`config.mk`:
```
export PLATFORM = sky130hd
export DESIGN_NAME = vending_ctrl
export DESIGN_NICKNAME = d
export VERILOG_FILES = /design/src/rtl/vending_ctrl.sv
export SDC_FILE = /design/constraint.sdc
export NUM_CORES = 1
export LEC_CHECK = 0
export ABC_AREA = 1
export CORE_MARGIN = 4
export CORE_UTILIZATION = 48
export DETAILED_ROUTE_END_ITERATION = 8
export PLACE_DENSITY = 0.69
export SYNTH_ARGS = -nofsm -noshare
export SYNTH_HDL_FRONTEND = slang
export SYNTH_SLANG_ARGS = --single-unit
```
`constraint.sdc`:
```
create_clock -name ck -period 9.9 [get_ports ck]
set_clock_uncertainty 0.05 [all_clocks]
set_input_delay 1.98 -clock ck [delete_from_list [all_inputs] [get_ports ck]]
set_output_delay 1.98 -clock ck [all_outputs]
set_load 0.1 [all_outputs]
```
`src/rtl/vending_ctrl.sv`:
```
// Coin-operated vending controller: credit accumulation, vend, 5-unit change return
// and a multiplexed decimal 7-segment credit display.
`timescale 1ns/1ps
module vending_ctrl #(
  parameter int PRICE      = 15,
  parameter int MAXCREDIT  = 95,
  parameter int DIGITS     = 2,
  parameter int SCAN_DIV   = 4,
  parameter int CHANGE_GAP = 2
) (
  input  logic              ck,
  input  logic              reset,
  input  logic              co5,
  input  logic              co10,
  input  logic              co50,
  input  logic              pay,
  input  logic              cancel,
  output logic [6:0]        seg,
  output logic [DIGITS-1:0] ctrl,
  output logic              payok,
  output logic              change,
  output logic              reject,
  output logic              busy
);

  localparam int CW = $clog2(MAXCREDIT + 1);
  localparam int SW = (SCAN_DIV > 1) ? $clog2(SCAN_DIV) : 1;
  localparam int DW = (DIGITS > 1) ? $clog2(DIGITS) : 1;
  localparam int GW = $clog2(CHANGE_GAP + 1);

  typedef enum logic [1:0] {S_IDLE, S_COLLECT, S_VEND, S_REFUND} state_t;

  state_t        r_state, w_next;
  logic [CW-1:0] r_credit, w_credit_nxt;
  logic [GW-1:0] r_gap;
  logic [SW-1:0] r_scan;
  logic [DW-1:0] r_digit;
  logic          r_reject, w_reject;
  logic          r_co5_q, r_co10_q, r_co50_q, r_pay_q, r_cancel_q;
  logic          w_e5, w_e10, w_e50, w_pay_ev, w_cancel_ev, w_coin_ok, w_open;
  logic [1:0]    w_ncoin;
  int            w_coinval, w_sum;
  logic [3:0]    w_digit_val;

  function automatic int pow10(input int n);
    int p;
    p = 1;
    for (int i = 0; i < n; i++) p = p * 10;
    return p;
  endfunction

  function automatic logic [6:0] glyph(input logic [3:0] d);
    case (d)
      4'd0: glyph = 7'h3F;
      4'd1: glyph = 7'h06;
      4'd2: glyph = 7'h5B;
      4'd3: glyph = 7'h4F;
      4'd4: glyph = 7'h66;
      4'd5: glyph = 7'h6D;
      4'd6: glyph = 7'h7D;
      4'd7: glyph = 7'h07;
      4'd8: glyph = 7'h7F;
      4'd9: glyph = 7'h6F;
      default: glyph = 7'h00;
    endcase
  endfunction

  assign w_e5        = co5 & ~r_co5_q;
  assign w_e10       = co10 & ~r_co10_q;
  assign w_e50       = co50 & ~r_co50_q;
  assign w_pay_ev    = pay & ~r_pay_q;
  assign w_cancel_ev = cancel & ~r_cancel_q;
  assign w_ncoin     = {1'b0, w_e5} + {1'b0, w_e10} + {1'b0, w_e50};
  assign w_coinval   = w_e5 ? 5 : (w_e10 ? 10 : (w_e50 ? 50 : 0));
  assign w_sum       = int'(r_credit) + w_coinval;
  assign w_open      = (r_state == S_IDLE) || (r_state == S_COLLECT);
  // A coin is only taken alone: simultaneous coins or a coinciding pay/cancel reject it.
  assign w_coin_ok   = (w_ncoin == 2'd1) && !w_pay_ev && !w_cancel_ev && (w_sum <= MAXCREDIT);

  always_ff @(posedge ck) begin
    if (reset) begin
      r_state    <= S_IDLE;
      r_credit   <= '0;
      r_reject   <= 1'b0;
      r_gap      <= '0;
      r_co5_q    <= co5;
      r_co10_q   <= co10;
      r_co50_q   <= co50;
      r_pay_q    <= pay;
      r_cancel_q <= cancel;
    end else begin
      r_state    <= w_next;
      r_credit   <= w_credit_nxt;
      r_reject   <= w_reject;
      r_co5_q    <= co5;
      r_co10_q   <= co10;
      r_co50_q   <= co50;
      r_pay_q    <= pay;
      r_cancel_q <= cancel;
      if (r_state == S_REFUND)
        r_gap <= (r_gap == '0) ? GW'(CHANGE_GAP) : r_gap - 1'b1;
      else
        r_gap <= '0;
    end
  end

  always_comb begin
    w_next       = r_state;
    w_credit_nxt = r_credit;
    w_reject     = (w_ncoin != 2'd0) && !(w_open && w_coin_ok);
    case (r_state)
      S_IDLE, S_COLLECT: begin
        if (w_cancel_ev && r_state == S_COLLECT) begin
          w_next = S_REFUND;
        end else if (w_pay_ev && r_state == S_COLLECT && r_credit >= CW'(PRICE)) begin
          w_next = S_VEND;
        end else if (w_coin_ok) begin
          w_credit_nxt = CW'(w_sum);
          w_next       = S_COLLECT;
        end
      end
      S_VEND: begin
        w_credit_nxt = r_credit - CW'(PRICE);
        w_next       = (r_credit == CW'(PRICE)) ? S_IDLE : S_REFUND;
      end
      S_REFUND: begin
        if (r_gap == '0) begin
          w_credit_nxt = (r_credit >= CW'(5)) ? r_credit - CW'(5) : '0;
          w_next       = (r_credit <= CW'(5)) ? S_IDLE : S_REFUND;
        end
      end
      default: w_next = S_IDLE;
    endcase
  end

  always_comb begin
    payok  = 1'b0;
    busy   = 1'b0;
    change = 1'b0;
    case (r_state)
      S_VEND: begin
        payok = 1'b1;
        busy  = 1'b1;
      end
      S_REFUND: begin
        busy   = 1'b1;
        change = (r_gap == '0);
      end
      default: ;
    endcase
  end

  assign reject = r_reject;

  always_ff @(posedge ck) begin
    if (reset) begin
      r_scan  <= '0;
      r_digit <= '0;
    end else if (r_scan == SW'(SCAN_DIV - 1)) begin
      r_scan  <= '0;
      r_digit <= (r_digit == DW'(DIGITS - 1)) ? '0 : r_digit + 1'b1;
    end else begin
      r_scan <= r_scan + 1'b1;
    end
  end

  // Display path is purely combinational from credit so seg never lags ctrl.
  always_comb begin
    w_digit_val = 4'd0;
    for (int k = 0; k < DIGITS; k++)
      if (r_digit == DW'(k))
        w_digit_val = 4'((int'(r_credit) / pow10(k)) % 10);
  end

  assign ctrl = DIGITS'(1) << r_digit;
  assign seg  = glyph(w_digit_val);

endmodule

```
* Yosys cells after proc, flatten, opt, wreduce, memory -nomap -nowiden
Memory sizes are Yosys's and may differ from the RTL's. Index checks and enable logic that the tools add are counted.
Storage, ports and cells: flip-flop bits (word level) 20, ROM bits 112, input bits 7, output and inout bits 13, word-level logic and storage cells 95, memories kept 1
Memories:
- (no name shown) | depth 16, bits a word 7, rd ports 1, clocked after Yosys merged registers in 0, write ports 0, line 53 | case (d)
Operators by class: add/subtract/negate cells 8, div/mod/pow operators 3, magnitude comparators 4, equality and inequality tests 11, shift operators 1, multiplexer cells 22, bitwise logic cells 11, reduce and logical (&&, ||, !) cells 22
Operator list (number):
- 7-bit two-way mux | 5
- 8-bit by 5-bit divider with 32-bit output, second input constant | 1
- 32-bit by 5-bit modulo with 32-bit output, second input constant | 1
- 8-bit by 5-bit modulo with 32-bit output, second input constant | 1
- 7-bit one-hot mux with 3 select lines | 1
- 6-bit two-way mux | 3
- 2-bit two-way mux | 7
- 7-bit by 6-bit adder with 8-bit output | 1
- 8-bit by 7-bit <= comparator with 1-bit output, second input constant | 1
- 1-bit logical AND | 8
- 2-bit OR reduction | 4
- 7-bit by 4-bit == test with 1-bit output, second input constant | 1
- 7-bit by 3-bit greater-or-equal comparator with 1-bit output, second input constant | 1
- 7-bit by 4-bit greater-or-equal comparator with 1-bit output, second input constant | 1
- 7-bit by 3-bit <= comparator with 1-bit output, second input constant | 1
- 7-bit by 3-bit subtractor with 7-bit output, second input constant | 1
- 7-bit by 4-bit subtractor with 7-bit output, second input constant | 1
- 2-bit == test, second input constant | 3
- 2-bit != test, second input constant | 3
- 1-bit inverter | 6
- 2-bit one-hot mux with 3 select lines | 1
- 1-bit bitwise AND | 5
- 2-bit by 1-bit == test with 1-bit output, second input constant | 2
- 2-bit zero test | 2
- 16 further kinds | 21

* Depth between registers and ports, before layout
word-level depth 12, depth in mapped cells 33, mapped depth without buffers 32

* Worst setup path before layout
No wires, ideal clock.
path type reg2out, start register r_credit[4], end output seg[0], arrival time 3.871 ns, required time 7.870 ns, setup slack 3.999 ns, cell stages (with the launch flop) 25, buffers on the path 1, cells stage by stage dfxtp_1 > buf_6 > nor2_1 > nor2_1 > ha_1 > o21ai_1 > inv_1 > nor2_1 > nand2_2 > nand2_1 > nand2_1 > inv_2 > ha_1 > nand3b_1 > o211ai_1 > nand2_1 > o31ai_4 > nand4_1 > nand2_4 > inv_2 > ha_1 > nand3b_1 > nand2_1 > nand2_1 > nand2_1
Between the ends: longest elaborated chain between the ends 4, elaborated cells between the ends (all ways) 5, classes of those cells 3 x div; 1 x mux; 1 x memory
RTL lines:
- start: declaration | line 34 | logic [CW-1:0] r_credit, w_credit_nxt;
- start signal: assignment | line 93 | r_credit <= w_credit_nxt;
- 8-bit by 5-bit divider with 32-bit output | line 172 | w_digit_val = 4'((int'(r_credit) / pow10(k)) % 10);
- 32-bit by 5-bit modulo with 32-bit output | line 172
- 4-bit two-way mux (*) | line 171 | if (r_digit == DW'(k))
- memory 16 x 7 bit (*)
- end: declaration | line 18 | output logic [6:0] seg,
Mark *: on every way between the ends. The rest lies on a longest branch, timed or not.

* Final worst setup path
start register r_credit[6], end output seg[0]
The elaborated chain is that of the path after synthesis.

==> key figures <==
Status
  • Status: finished clean

Setup path
  • Critical path required time: around 8000 ps
  • R2r setup slk: roughly 6700 ps
  • Worst-path maximum fanout: 10
  • Worst path max stage delay: between 1000 and 1500 ps
  • Critical path endpoint: seg[0]
  • CP arrival: 5210 ps
  • Largest delay contributor family on the critical path: buffers and inverters
  • Crit path cell chain: inv_2 > nor2_1 > ha_1 > o21ai_1 > inv_1 > nor2_1 > nand2_2 > nand2_1 > nand2_1 > inv_2 > ha_1 > nand3b_1 > o211ai_1 > nand2_1 > o31ai_4 > nand4_1 > nand2_4 > inv_2 > ha_1 > nand3b_1 > nand2_1 > nand2_1 > nand2_1 > clkdlybuf4s50_1
  • Reg2Reg Depth: 18
  • Critical Path End Type: primary output
  • WP buf/inv: 5
  • Critical-path top delay cell: clkdlybuf4s50_1
  • Number of cells on the critical path: 24
  • Worst flop-to-flop path endpoint: r_credit[5]
  • WS Path Type: reg -> out
  • Worst Setup SP: r_credit[6]
  • CP most frequent cell: nand2_1
  • CP Launch Type: register
  • R2r startpoint: r_co5_q

STA
  • Worst-margin pin slew: 978 ps
  • Hold Vio Cnt, Final: 0
  • Fmax: roughly 140 MHz
  • RSZ-0062 raised after global routing: no
  • Relative slew slack: 0.346
  • Setup TNS: 0 ps
  • Fin crit period: between 7000 and 8000 ps
  • # setup viols final: 0
  • Period utilization: 0.731
  • Count of pins over their slew limit: 0

Route
  • Vias after detailed routing: around 2500
  • DRT Pass-1 Iters: 5
  • DR iter-0 viols: around 180
  • DRC violations left: 0
  • Via/cell ratio: 5.12
  • DR WL/cell: between 10 and 15 µm
  • Total Wirelength: between 5000 and 6000 µm
  • Antenna violation net count after detailed routing: 0

Synth
  • Post-synth top cells: nand2_1 (85), inv_1 (57), nor2_1 (42), nand3_1 (26), ha_1 (23)
  • Async S/R FF share, synth: 0
  • Most common cell in the netlist: nand2_1
  • Mapped Area: ~2700 µm²
  • Mux cell area share after synthesis: 0
  • Synthesized instance count: slightly above 400
  • Share of the synthesized area in the top cell type: 0.150
  • Number of synthesized flops with an enable pin: 0
  • Adder-cell share of the synthesized area: 0.123
  • Unique masters post-synth: 50
  • Main combinational cell family by area after synthesis: simple AND/OR/NAND/NOR gates
  • Simple-gate portion of the synthesized area: 0.415
  • Biggest area consumer among synthesized cells: dfxtp_1
  • Post-Syn Nets: between 400 and 500
  • Synth Area in Compound Gates: 0.145
  • Yosys reg bits: 20
  • Post-synthesis sequential area ratio: 0.150
  • Most frequently used flop master after synthesis: dfxtp_1
  • Mean area per synthesized cell: 6.56 µm²
  • Yosys warns: 0
  • Post-synthesis xor/xnor area fraction: 0.0351
  • Largest cells by area after synthesis: dfxtp_1 (15%), nand2_1 (12%), ha_1 (11%), inv_1 (8.0%), nor2_1 (5.9%)

Cells and area
  • Area occupied by multi-input gates: approximately 1900 µm²
  • Fillers: between 500 and 600
  • P&R area growth vs syn: 10.5%
  • Share of cells above drive strength 1: 0.157
  • Sequential Area: about 400 µm²
  • Ant diodes: 0
  • Nets: 453
  • Final core occ: 0.564

Clock network
  • CTS sink cnt: 20
  • Post-CTS Setup Bufs: 0
  • Post_cts resized: 0
  • CTS tree: done
  • H-tree Lvls: 1
  • Clock Path Buffers: 2
  • Clock root cell: clkbuf_8
  • Insertion delay to the later sink of the worst-skew pair: about 270 ps
  • CTS Buf Count: 3
  • Worst-path clk slew: 80 ps
  • CTS Hold Bufs: 0

Global route
  • Global Route met3 Usage: 0.0228
  • Initial antenna violation count: 0
  • Top Usage Layer GRT: met2
  • Largest net degree at the start of global routing: 13
  • Grt met1 use: 0.264
  • Total GRT Usage: 0.190
  • First-pass GRT wire length: just over 10000 µm
  • Vias in the first global route: ~2300
  • Grt ovf: 0
  • GRT met2 Usage: 0.315

Die
  • Row cnt: 26
  • Num ports: 20
  • Die area: roughly 6800 µm²
  • Core ar.: ~5200 µm²
  • Initial core utilization: 0.510
  • Die Wd: approximately 83 µm
  • DIE HEIGHT: approximately 83 µm

Placement
  • Dpl hpwl: 4830 µm
  • Routability cong.: ~0.95
  • IO buf count: 19

Worst hold path
  • HP Class: reg -> reg

Job
  • Max_cap viols: 0
-- layer usage --
metal / vias up / wire, µm
li1: 1335 / -
met1: 1109 / 2880
met2: 60 / 2680
met3: 6 / 290
met4: 0 / 43
met5: - / 0
-- through the flow --
step	cells	hold slack, ps	setup WS (ps)	cell area (µm²)
finish	490	372	2660	2950
global route	490	386	2260	2950
CTS	490	375	2640	2950
detailed placement	486	363	2950	2880
global placement	486	361	3010	2880
floorplan	407	351	4000	2670
-- cell usage in the layout (no fill, tap or decap), types with 4 or more instances in the layout --
cell type / Yosys / routed
a21oi_1: 15 / 15
clkdlybuf4s50_1: 0 / 19
dfxtp_1: 20 / 20
ha_1: 23 / 23
inv_1: 57 / 57
inv_2: 13 / 13
nand2_1: 85 / 85
nand2_2: 13 / 13
nand2_4: 5 / 5
nand3_1: 26 / 26
nand3_2: 6 / 6
nand3_4: 4 / 4
nand3b_1: 4 / 4
nand4_1: 4 / 4
nor2_1: 42 / 42
nor3_1: 8 / 8
o211ai_1: 5 / 5
o21ai_0: 20 / 20
xor2_1: 5 / 5
-- worst reg2reg max path, cell delays in order (launching register included) --
cell	delay, ps
dfxtp_1	300
nor2_1	360
a21oi_1	140
ha_1	310
a21oi_1	170
nor2_1	50
nor2_1	140
nor2_1	80
nor2_1	110
nor2_1	60
nor2_1	140
xor2_1	170
inv_1	90
o211ai_1	210
nand2_1	70
nand2_1	160
inv_1	210
o21ai_0	230
a21oi_1	60
-- cell type report --
type / count / share of cell area
Multi-Input combinational cell: 304 / 0.650
Sequential cell: 20 / 0.136
Inverter: 73 / 0.0962
Timing Repair Buffer: 19 / 0.0644
Tap cell: 70 / 0.0297
Clock buffer: 3 / 0.0140
Clock inverter: 1 / 0.0102
-- state kept, by name, summed over array words and instances, names as in the netlist --
register	cells
r_credit	7
r_gap	2
r_scan	2
r_state	2
r_cancel_q	1
r_co10_q	1
r_co50_q	1
r_co5_q	1
r_digit	1
r_pay_q	1
reject	1
-- how the worst min path moves through the flow --
stage / depth (start not counted) / slack, ps / endpoint / startpoint
2_1_floorplan: 1 / 350 / r_gap[0] / r_gap[0]
3_3_place_gp: 1 / 360 / r_gap[0] / r_gap[0]
3_5_place_dp: 1 / 360 / r_gap[0] / r_gap[0]
4_1_cts: 1 / 370 / r_gap[0] / r_gap[0]
5_1_grt: 1 / 390 / r_gap[0] / r_gap[0]
6_report: 1 / 370 / r_gap[0] / r_gap[0]
-- cells by family (layout without fill, tap and decap cells) --
kind of cell	Yosys count	count (layout)
adders and majority gates	25	25
DFF	20	20
AOI/OAI and AO/OA	60	60
and+or+nand+nor	210	210
buffers and inverters	83	96
xor gates and xnor gates	9	9
Power is not shown: default switching activity piles up to over one toggle a cycle in this logic, so the estimate is an artifact.
